`config.mk`:
```
export PLATFORM = sky130hd
export DESIGN_NAME = mem_controller
export DESIGN_NICKNAME = d
export VERILOG_FILES = /design/src/rtl/mem_controller_pkg.sv /design/src/rtl/mc_arbiter.sv /design/src/rtl/mem_controller.sv
export SDC_FILE = /design/constraint.sdc
export NUM_CORES = 1
export LEC_CHECK = 0
export CAP_MARGIN = 20
export CORE_AREA = 2 2 129 131
export CTS_BUF_LIST = sky130_fd_sc_hd__clkbuf_4 sky130_fd_sc_hd__clkbuf_8
export CTS_CLUSTER_DIAMETER = 150
export DETAILED_ROUTE_END_ITERATION = 8
export DIE_AREA = 0 0 131 133
export PLACE_DENSITY = 0.93
export SYNTH_ARGS = -nofsm -noshare
export SYNTH_HDL_FRONTEND = slang
export SYNTH_SLANG_ARGS = --single-unit
```
`constraint.sdc`:
```
create_clock -name Sys_clk -period 13.4 [get_ports Sys_clk]
set_input_delay 1.34 -clock Sys_clk [delete_from_list [all_inputs] [get_ports Sys_clk]]
set_output_delay 1.34 -clock Sys_clk [all_outputs]
set_load 0.03 [all_outputs]
```
`src/rtl/mem_controller_pkg.sv`:
```
// Shared types and constants for the byte-serial memory controller.
// Latency: n/a (definitions only).
// Backpressure: n/a.
package mem_controller_pkg;

    typedef enum logic [2:0] {
        IDLE  = 3'd0,
        LOAD  = 3'd1,
        STORE = 3'd2,
        FETCH = 3'd3,
        DONE  = 3'd4
    } mc_state_e;

    localparam logic READ  = 1'b0;
    localparam logic WRITE = 1'b1;

    localparam logic [2:0] WIDTH_B = 3'd1;
    localparam logic [2:0] WIDTH_H = 3'd2;
    localparam logic [2:0] WIDTH_W = 3'd4;

    localparam logic [1:0] MC_IO_ADDR_HI = 2'b11;

    // Execute-stage ROB tag width and the "no dependency" tag sentinel.
    localparam int ROB_WIDTH = 4;
    localparam logic [ROB_WIDTH:0] NON_DEP = {1'b1, {ROB_WIDTH{1'b0}}};

    typedef struct packed {
        logic [2:0]  width;
        logic [31:0] data;
    } req_t;

    function automatic logic [2:0] norm_width(input logic [2:0] w);
        case (w)
            WIDTH_B: return WIDTH_B;
            WIDTH_H: return WIDTH_H;
            default: return WIDTH_W;
        endcase
    endfunction

    function automatic logic [1:0] last_idx(input logic [2:0] w);
        case (w)
            WIDTH_B: return 2'd0;
            WIDTH_H: return 2'd1;
            default: return 2'd3;
        endcase
    endfunction

endpackage

```
`src/rtl/mc_arbiter.sv`:
```
// Grants one of LSB / fetch requesters, only while the controller is IDLE.
// Latency: combinational. Backpressure: requests outside IDLE (incl. DONE) get no grant.
// Tie-break: LSB wins, or fetch wins when MC_FETCH_PRIORITY_EN is defined.
module mc_arbiter
    import mem_controller_pkg::*;
(
    input  mc_state_e state,
    input  logic      lsb_req,
    input  logic      if_req,
    output logic      gnt_lsb,
    output logic      gnt_if
);

    always_comb begin
        gnt_lsb = 1'b0;
        gnt_if  = 1'b0;
        if (state == IDLE) begin
`ifdef MC_FETCH_PRIORITY_EN
            if (if_req)
                gnt_if = 1'b1;
            else if (lsb_req)
                gnt_lsb = 1'b1;
`else
            if (lsb_req)
                gnt_lsb = 1'b1;
            else if (if_req)
                gnt_if = 1'b1;
`endif
        end
    end

endmodule

```
`src/rtl/mem_controller.sv`:
```
// Byte-serial RAM/IO controller for LSB loads/stores and instruction fetch (MC_FETCH_PRIORITY_EN: fetch wins ties).
// Latency: load byte k at accept+3+k, fetch word at accept+6, store done at accept+width+1.
// Backpressure: one request at a time; IO writes stall while io_buffer_full; Sys_rdy low freezes all.
module mem_controller
    import mem_controller_pkg::*;
#(
    parameter int         ADDR_WIDTH = 32,
    parameter logic [1:0] IO_ADDR_HI = MC_IO_ADDR_HI
) (
    input  logic                  Sys_clk,
    input  logic                  Sys_rst,
    input  logic                  Sys_rdy,
    input  logic                  RoBMC_pre_judge,
    input  logic                  LSBMC_en,
    input  logic                  LSBMC_wr,
    input  logic [2:0]            LSBMC_data_width,
    input  logic [31:0]           LSBMC_data,
    input  logic [ADDR_WIDTH-1:0] LSBMC_addr,
    output logic                  MCLSB_en,
    output logic [7:0]            MCLSB_data,
    output logic [1:0]            MCLSB_data_number,
    input  logic                  IFMC_en,
    input  logic [ADDR_WIDTH-1:0] IFMC_addr,
    output logic                  MCIF_en,
    output logic [31:0]           MCIF_data,
    input  logic [7:0]            mem_din,
    output logic [7:0]            mem_dout,
    output logic [ADDR_WIDTH-1:0] mem_a,
    output logic                  mem_wr,
    input  logic                  io_buffer_full
);

    mc_state_e             state;
    req_t                  req_q;
    logic [ADDR_WIDTH-1:0] addr_q;
    logic [2:0]            cnt;
    logic                  a_vld, d_vld;
    logic [1:0]            a_idx, d_idx;
    logic [23:0]           word_q;

    logic                  flush;
    logic                  gnt_lsb, gnt_if;
    logic [ADDR_WIDTH-1:0] acc_addr;
    logic [2:0]            acc_width;
    logic                  acc_wr, acc_stall, st_stall;

    assign flush     = ~RoBMC_pre_judge;
    assign acc_addr  = gnt_lsb ? LSBMC_addr : IFMC_addr;
    assign acc_width = gnt_lsb ? norm_width(LSBMC_data_width) : WIDTH_W;
    assign acc_wr    = gnt_lsb && (LSBMC_wr == WRITE);
    assign acc_stall = acc_wr && (acc_addr[17:16] == IO_ADDR_HI) && io_buffer_full;
    assign st_stall  = (addr_q[17:16] == IO_ADDR_HI) && io_buffer_full;

    // A flush cycle must not start a new speculative access.
    mc_arbiter u_arb (
        .state   (state),
        .lsb_req (LSBMC_en && RoBMC_pre_judge),
        .if_req  (IFMC_en && RoBMC_pre_judge),
        .gnt_lsb (gnt_lsb),
        .gnt_if  (gnt_if)
    );

    always_ff @(posedge Sys_clk or posedge Sys_rst) begin
        if (Sys_rst) begin
            state             <= IDLE;
            req_q             <= '0;
            addr_q            <= '0;
            cnt               <= '0;
            a_vld             <= 1'b0;
            d_vld             <= 1'b0;
            a_idx             <= '0;
            d_idx             <= '0;
            word_q            <= '0;
            MCLSB_en          <= 1'b0;
            MCLSB_data        <= '0;
            MCLSB_data_number <= '0;
            MCIF_en           <= 1'b0;
            MCIF_data         <= '0;
            mem_dout          <= '0;
            mem_a             <= '0;
            mem_wr            <= 1'b0;
        end else if (Sys_rdy) begin
            MCLSB_en <= 1'b0;
            MCIF_en  <= 1'b0;
            mem_wr   <= 1'b0;
            // Read pipeline: a_* tracks the address on the bus, d_* the byte on mem_din.
            d_vld    <= a_vld;
            d_idx    <= a_idx;
            case (state)
                IDLE: begin
                    a_vld <= 1'b0;
                    if (gnt_lsb || gnt_if) begin
                        addr_q      <= acc_addr;
                        req_q.width <= acc_width;
                        req_q.data  <= LSBMC_data;
                        mem_a       <= acc_addr;
                        if (acc_wr) begin
                            state    <= STORE;
                            mem_dout <= LSBMC_data[7:0];
                            mem_wr   <= ~acc_stall;
                            cnt      <= acc_stall ? 3'd0 : 3'd1;
                        end else begin
                            state <= gnt_lsb ? LOAD : FETCH;
                            a_vld <= 1'b1;
                            a_idx <= 2'd0;
                            cnt   <= 3'd1;
                        end
                    end
                end
                LOAD, FETCH: begin
                    if (flush) begin
                        state <= IDLE;
                        a_vld <= 1'b0;
                        d_vld <= 1'b0;
                        cnt   <= '0;
                    end else begin
                        if (cnt < req_q.width) begin
                            mem_a <= addr_q + ADDR_WIDTH'(cnt);
                            a_vld <= 1'b1;
                            a_idx <= cnt[1:0];
                            cnt   <= cnt + 3'd1;
                        end else begin
                            a_vld <= 1'b0;
                        end
                        if (d_vld) begin
                            if (state == LOAD) begin
                                MCLSB_en          <= 1'b1;
                                MCLSB_data        <= mem_din;
                                MCLSB_data_number <= d_idx;
                            end else begin
                                case (d_idx)
                                    2'd0:    word_q[7:0]   <= mem_din;
                                    2'd1:    word_q[15:8]  <= mem_din;
                                    2'd2:    word_q[23:16] <= mem_din;
                                    default: begin
                                        MCIF_en   <= 1'b1;
                                        MCIF_data <= {mem_din, word_q};
                                    end
                                endcase
                            end
                            if (d_idx == last_idx(req_q.width)) begin
                                state <= DONE;
                                cnt   <= '0;
                            end
                        end
                    end
                end
                STORE: begin
                    // Committed stores ignore flush; only an IO-full stall can hold a byte.
                    if (cnt == req_q.width) begin
                        MCLSB_en          <= 1'b1;
                        MCLSB_data_number <= last_idx(req_q.width);
                        state             <= DONE;
                        cnt               <= '0;
                    end else if (!st_stall) begin
                        mem_a    <= addr_q + ADDR_WIDTH'(cnt);
                        mem_dout <= req_q.data[{cnt[1:0], 3'b000} +: 8];
                        mem_wr   <= 1'b1;
                        cnt      <= cnt + 3'd1;
                    end
                end
                DONE:    state <= IDLE;
                default: state <= IDLE;
            endcase
        end
    end

endmodule

```
==> results of run 1 <==
==> cell usage in the layout (no fill, tap or decap), types with 3 or more instances in the layout <==
master           synthesis  routed
clkdlybuf4s50_1          0     199
dfrtp_1                188     188
mux2_2                 111     111
nand2_1                 82      82
o21ai_0                 39      38
mux2i_1                 32      32
a21oi_1                 28      27
inv_1                   21      20
a21o_1                  17      17
clkbuf_8                 0      17
nand3_1                 16      15
xor2_1                  14      14
nor2_1                  14      14
a221o_1                 14      14
xnor2_1                 10      10
nor4_1                   9       9
mux4_2                   8       8
a211oi_1                 7       7
inv_8                    0       7
ha_1                     7       7
nor3_1                   6       6
buf_4                    0       6
and2_1                   5       5
and4_1                   5       5
and3_1                   5       5
a22o_1                   4       4
nand4_1                  4       4
o41ai_1                  4       4
o31ai_1                  4       4
o2111ai_1                3       3
nor2b_1                  3       3
a31oi_1                  3       3
nor2_2                   3       3
nand2b_1                 3       3
a211o_1                  3       3
or4_1                    3       3
inv_6                    0       3
clkinv_8                 0       3
==> logic make-up after synthesis <==
| group | count (synthesis) | synth area share |
|---|---|---|
| adder cells (fa/ha/maj) | 8 | 0.0119 |
| XOR/XNOR | 24 | 0.0233 |
| AND/OR/NAND/NOR | 177 | 0.102 |
| AO/OA/AOI/OAI | 148 | 0.113 |
| flip-flops | 188 | 0.522 |
| buffers and inverters | 67 | 0.0330 |
| multiplexers | 152 | 0.195 |
==> worst max-delay path by stage <==
stage                                    end  slack, ps  depth (start not counted)
finish                 mem_a[29]$_DFFE_PP0P_       9720                          6
CTS                    mem_a[29]$_DFFE_PP0P_       9800                          6
global route           mem_a[26]$_DFFE_PP0P_       9550                          7
floorplan           MCIF_data[0]$_DFFE_PP0P_       6950                          1
global placement       mem_a[29]$_DFFE_PP0P_       9380                          6
detailed placement     mem_a[16]$_DFFE_PP0P_       9270                          6
==> metrics by stage <==
stage                     cells  total power (W)  area [µm²]   util
final                      1177          0.00216       11600  0.717
after detailed placement   1143          0.00175       11100  0.688
after CTS                  1175          0.00216       11600  0.716
after global routing       1177          0.00228       11600  0.717
after global placement     1143          0.00170       11100  0.688
after floorplan             764          0.00144        9010      -
==> metal layers <==
layer	wire length, µm	track usage	up-vias	share of wire
met3	1530	0.0570	47	0.070
li1	-	-	3145	-
met2	11100	0.436	296	0.51
met1	8650	0.328	3346	0.40
met4	593	0.115	0	0.027
met5	0	0	-	0
==> final cells by class <==
| cell class | instances | area, µm² |
|---|---|---|
| Timing Repair Buffer | 207 | 2060 |
| Fill cell | 1117 | 4570 |
| Clock buffer | 17 | 234 |
| Sequential cell | 188 | 4700 |
| Inverter | 21 | 86.3 |
| Tap cell | 220 | 275 |
| Multi-Input combinational cell | 509 | 4030 |
| Clock inverter | 15 | 210 |
==> power breakdown <==
| part | switching [W] | internal [W] | leakage (nW) | total, W |
|---|---|---|---|---|
| registers | 0.000159 | 0.000752 | 2.43 | 0.000911 |
| logic | 0.000430 | 0.000407 | 2.55 | 0.000836 |
| clock network | 0.000230 | 0.000179 | 0.221 | 0.000409 |
| total | 0.000818 | 0.00134 | 5.20 | 0.00216 |
==> state kept, by name, summed over array words and instances, names as in the netlist, 3 cells and up <==
name        flops
word_q         24
MCIF_data      32
cnt             3
state           3
req_q          35
mem_a          32
MCLSB_data      8
addr_q         32
mem_dout        8
==> worst reg2reg max path, cell delays in order, from the launching register on <==
cell and delay, ps:
dfrtp_1 920, inv_1 150, ha_1 220, nor2b_1 90, o21ai_0 140, a31oi_1 850
or2_1 810, a221oi_1 230
==> summary.txt, run 1 <==
Critical path
  – Worst setup path class: input port to flip-flop
  – CP max-delay cell: clkdlybuf4s50_1
  – Required time of the critical path: between 10000 and 15000 ps
  – Reg2reg path depth: 7
  – WP buf/inv: 1
  – Worst EP arrival: 4030 ps
  – Max incr delay on CP: 810 ps
  – CP Launch Type: input port
  – Reg2Reg Capture Point: mem_a[26]$_DFFE_PP0P_
  – Critical path's top delay family: compound AO/OA/AOI/OAI gates
  – Critical Path Fanout Max: 23
  – Worst setup EP type: flip-flop
  – Reg2reg setup slack: approximately 9800 ps
  – Cell Chain, Critical Path: clkdlybuf4s50_1 -> nor2b_1 -> o21ai_1 -> a21o_1 -> or2_1 -> a221o_1
  – CP Launch Point: Sys_rdy
  – Worst r2r src: cnt[0]$_DFFE_PP0P_

Logic synthesis
  – Synthesized cell area: between 9000 and 10000 µm²
  – Synth unique cells: 70
  – Synth top area cells: dfrtp_1 52%, mux2_2 14%, mux2i_1 3.6%
  – Top_reg_cell synth: dfrtp_1
  – Ys async rst share: 1.00
  – Post-synth top cells: 188 x dfrtp_1, 111 x mux2_2, 82 x nand2_1, 39 x o21ai_0, 32 x mux2i_1
  – Top-count cell post-synth: dfrtp_1
  – Sequential share of the synthesized area: 0.522
  – Largest area contributor in the netlist: dfrtp_1
  – Yosys top cell area share: 0.522
  – Seq cells post-synth: between 150 and 200
  – Syn Nets: a little under 900
  – Post-synth EDFFs: 0
  – Post-synthesis cell count: ~760
  – Synthesized area per cell: 11.8 µm²
  – Synth Warn #: 0

Die
  – Die width: 131 µm
  – Die height: ~130 µm
  – Site row count: 47
  – Initial Utilization: 0.557
  – I/O Pins: 200
  – Core area: ~16000 µm²
  – Die area: about 17000 µm²

Worst hold path
  – Hold Path Depth: 1
  – Start point of the worst hold path: a_vld$_DFFE_PP0P_
  – Endpoint, Worst Hold: a_vld$_DFFE_PP0P_
  – HP Class: flip-flop to flip-flop

Routing
  – # DRC: 0
  – Vias: 6834
  – Vias per inst: just under 6
  – Antenna-violating nets left: 0
  – Mean routed wirelength per cell: 18.6 µm
  – Drt first pass iters: 5
  – Iter 0 DRT Violations: 539
  – Final WL: between 20 and 25 mm

CTS
  – Sink Count: 188
  – Clk_lat worst skew: 480 ps
  – CTS root buffer: clkbuf_8
  – Hold buffers post-CTS: 0
  – Clk buf depth: 2
  – H-tree Lvls: 4
  – Clock transition at the registers of the reported paths: about 100 ps
  – Total CTS buffers: 17
  – Post-CTS Resized: 0
  – Setup Buffers After CTS: 0
  – CTS tree: yes

STA
  – Slew Viols, Final: 0
  – Tcrit/Tclk final: 0.275
  – Worst Clk Skew: ~18 ps
  – Tmin final: roughly 3700 ps
  – RSZ-0062 raised after global routing: false
  – Relative slew slack: 0.271
  – Slew at the pin with the worst max-slew slack: 1090 ps
  – Worst setup margin: 9720 ps
  – Final Hold Fails: 0
  – Setup TNS after final layout: 0 ps
  – Peak Freq: ~270 MHz
  – Hold Slack: 491 ps
  – Final setup viols: 0

Cells and area
  – Layout cell share with drive strength beyond 1: 0.183
  – Final Net Count: roughly 1100
  – # diodes: 0
  – Area growth from synthesis to layout: 28.7%

Placement
  – Hpwl dp: ~15 mm
  – PortBufs: 199
  – Dpl ws: slightly above 9000 ps
  – Routability congestion estimate: 0.855

GRT
  – Largest net degree at the start of global routing: 110
  – Number of global-route vias before repair: approximately 7100
  – Initial antenna violation count: 0
  – All-layer global routing usage: 0.262
  – First-pass GRT wire length: 35.4 mm
  – Grt ovf: 0

Power
  – Worst VDD drop: around 0.11 mV
  – Leak pwr: approximately 5.2 nW
  – Pwr/cell area: 186 nW/µm²

Outcome
  – Status: finished, final reports clean

Job
  – MaxCap Viol Count: 0
(Power assumes the default switching activity.)
==> run 2: changes to the inputs <==
- CORE_AREA: 2 2 129 131 -> 2 2 134 136
- DIE_AREA: 0 0 131 133 -> 0 0 136 138
- PLACE_DENSITY: 0.93 -> 0.87
- clock period: 13.4 -> 3.39 ns (I/O delays scaled with it)
==> summary.txt, run 2 (synthesis results as in run 1) <==
Outcome
  – Status: finished, final reports clean

Power
  – Leak pwr: 5.22 nW (+0.32%)
  – Worst VDD drop: 0.372 mV (+230%)
  – Pwr/cell area: 718 nW/µm² (+290%)

CTS
  – CTS root buffer: clkbuf_8
  – Clk_lat worst skew: 470 ps (about the same)
  – Clock transition at the registers of the reported paths: 110 ps (about the same)
  – Sink Count: 188 (unchanged)
  – Clk buf depth: 2 (unchanged)
  – Post-CTS Resized: 0 (unchanged)
  – Hold buffers post-CTS: 0 (unchanged)
  – Setup Buffers After CTS: 0 (unchanged)
  – CTS tree: yes
  – Total CTS buffers: 17 (unchanged)
  – H-tree Lvls: 4 (unchanged)

Cells and area
  – Most flop-heavy register: req_q
  – Area growth from synthesis to layout: 29.1%
  – Final Net Count: 1074 (+0.66%)
  – Commonest non-fill, non-tap cell in the layout: clkdlybuf4s50_1
  – Layout cell share with drive strength beyond 1: 0.190 (+0.00697)
  – Leading cell types in the layout, fill and taps excluded: 199 x clkdlybuf4s50_1, 188 x dfrtp_1, 111 x mux2_2
  – # diodes: 0 (unchanged)
  – Max reg flops: 35 (unchanged)

Die
  – Core area: 17500 µm² (+8.4%)
  – Die height: 138 µm (+3.8%)
  – I/O Pins: 200 (unchanged)
  – Initial Utilization: 0.514 (-0.0433)
  – Die area: 18800 µm² (+7.7%)
  – Die width: 136 µm (+3.8%)
  – Site row count: 49 (+4.3%)

STA
  – Slew at the pin with the worst max-slew slack: 1140 ps (+48.4 ps)
  – Setup TNS after final layout: 0 ps (unchanged)
  – Slew Viols, Final: 0 (unchanged)
  – Tmin final: 3030 ps
  – Hold Slack: 403 ps (-88.8 ps)
  – Relative slew slack: 0.243 (-0.0289)
  – Final setup viols: 0 (unchanged)
  – Tcrit/Tclk final: 0.895
  – Worst Clk Skew: 16.9 ps (-1.43 ps)
  – Final Hold Fails: 0 (unchanged)
  – Peak Freq: around 330 MHz
  – RSZ-0062 raised after global routing: false

Critical path
  – Worst setup path class: flip-flop to flip-flop
  – Worst r2r src: cnt[0]$_DFFE_PP0P_
  – Worst EP arrival: 3350 ps (-680 ps)
  – CP Launch Type: flip-flop
  – Worst setup EP type: flip-flop
  – Reg2reg path depth: 7 (unchanged)
  – Required time of the critical path: 3700 ps (-10050 ps)
  – Reg2reg setup slack: 360 ps (-9470 ps)
  – Critical Path Fanout Max: 23 (unchanged)
  – Reg2Reg Capture Point: mem_a[26]$_DFFE_PP0P_

Routing
  – # DRC: 0 (unchanged)
  – Antenna-violating nets left: 0 (unchanged)
  – Vias: 6749 (-1.2%)
  – Final WL: 21.1 mm (-3.8%)
  – Iter 0 DRT Violations: 457 (-15%)
  – Vias per inst: 5.66 (-2.6%)
  – Mean routed wirelength per cell: 17.7 µm (-5.1%)
  – Drt first pass iters: 5 (unchanged)

GRT
  – First-pass GRT wire length: 34.5 mm (-2.7%)
  – All-layer global routing usage: 0.230 (-0.0319)
  – Largest net degree at the start of global routing: 189 (+72%)
  – Number of global-route vias before repair: 6783 (-4.5%)
  – Initial antenna violation count: 0 (unchanged)
  – Grt ovf: 0 (unchanged)

Placement
  – Hpwl dp: 14.9 mm (-2.2%)
  – Routability congestion estimate: 0.870 (+1.7%)
  – PortBufs: 199 (unchanged)

Job
  – MaxCap Viol Count: 0 (unchanged)

Worst hold path
  – HP Class: input port to asynchronous set/reset pin
[run 2: changes by cell type in the layout (fill, tap and decap cells not counted), moves of 2 or more]
cell	before	now
buf_4	6	13
inv_8	7	4
buf_12	0	2
bufinv_16	2	0
[run 2: cell type report]
cell class / instances / area, µm²
well taps: 229 / 287
clock inverters: 15 / 166
inverters: 21 / 82.6
flip-flops and latches: 188 / 4700
fillers: 1336 / 5900
clock buffers: 17 / 234
repair buffers: 214 / 2130
multi-input cells: 509 / 4030
[run 2: metrics by stage]
stage,worst slack [ps],instances,cell area (µm²),total power [W],utilization
finish,356,1193,11600,0.00836,0.664
floorplan,631,764,9020,0.00571,-
global placement,447,1161,11200,0.00682,0.641
CTS,382,1193,11600,0.00842,0.664
global route,31.9,1193,11600,0.00886,0.664
detailed placement,410,1161,11200,0.00694,0.641
[run 2: power by group]
part	internal (W)	total, W	switching [W]
registers	0.00297	0.00356	0.000583
clock network	0.000559	0.00147	0.000911
logic	0.00162	0.00333	0.00171
[run 2: worst max-delay path, stage by stage, from the launching register on]
cell and delay [ps]:
dfrtp_1 560, inv_1 110, ha_1 190, nor2b_1 90, o21ai_0 140, a31oi_1 800
or2_1 770, a221oi_1 210
[run 2: worst max-delay path by stage]
| stage | startpoint | slack [ps] | end | depth (start not counted) |
|---|---|---|---|---|
| after floorplan | Sys_rst | 630 | MCIF_data[0]$_DFFE_PP0P_ | 1 |
| after global placement | cnt[0]$_DFFE_PP0P_ | 450 | mem_a[26]$_DFFE_PP0P_ | 7 |
| after detailed placement | cnt[0]$_DFFE_PP0P_ | 410 | mem_a[26]$_DFFE_PP0P_ | 7 |
| after CTS | cnt[0]$_DFFE_PP0P_ | 380 | mem_a[26]$_DFFE_PP0P_ | 7 |
| after global routing | cnt[0]$_DFFE_PP0P_ | 30 | mem_a[11]$_DFFE_PP0P_ | 7 |
| final | cnt[0]$_DFFE_PP0P_ | 360 | mem_a[26]$_DFFE_PP0P_ | 7 |
[run 2: metal layers]
metal	global-route usage	up-vias	part of all wire
li1	-	3143	-
met1	0.314	3329	0.43
met2	0.375	244	0.49
met3	0.0436	33	0.053
met4	0.0718	0	0.019
met5	0	-	0
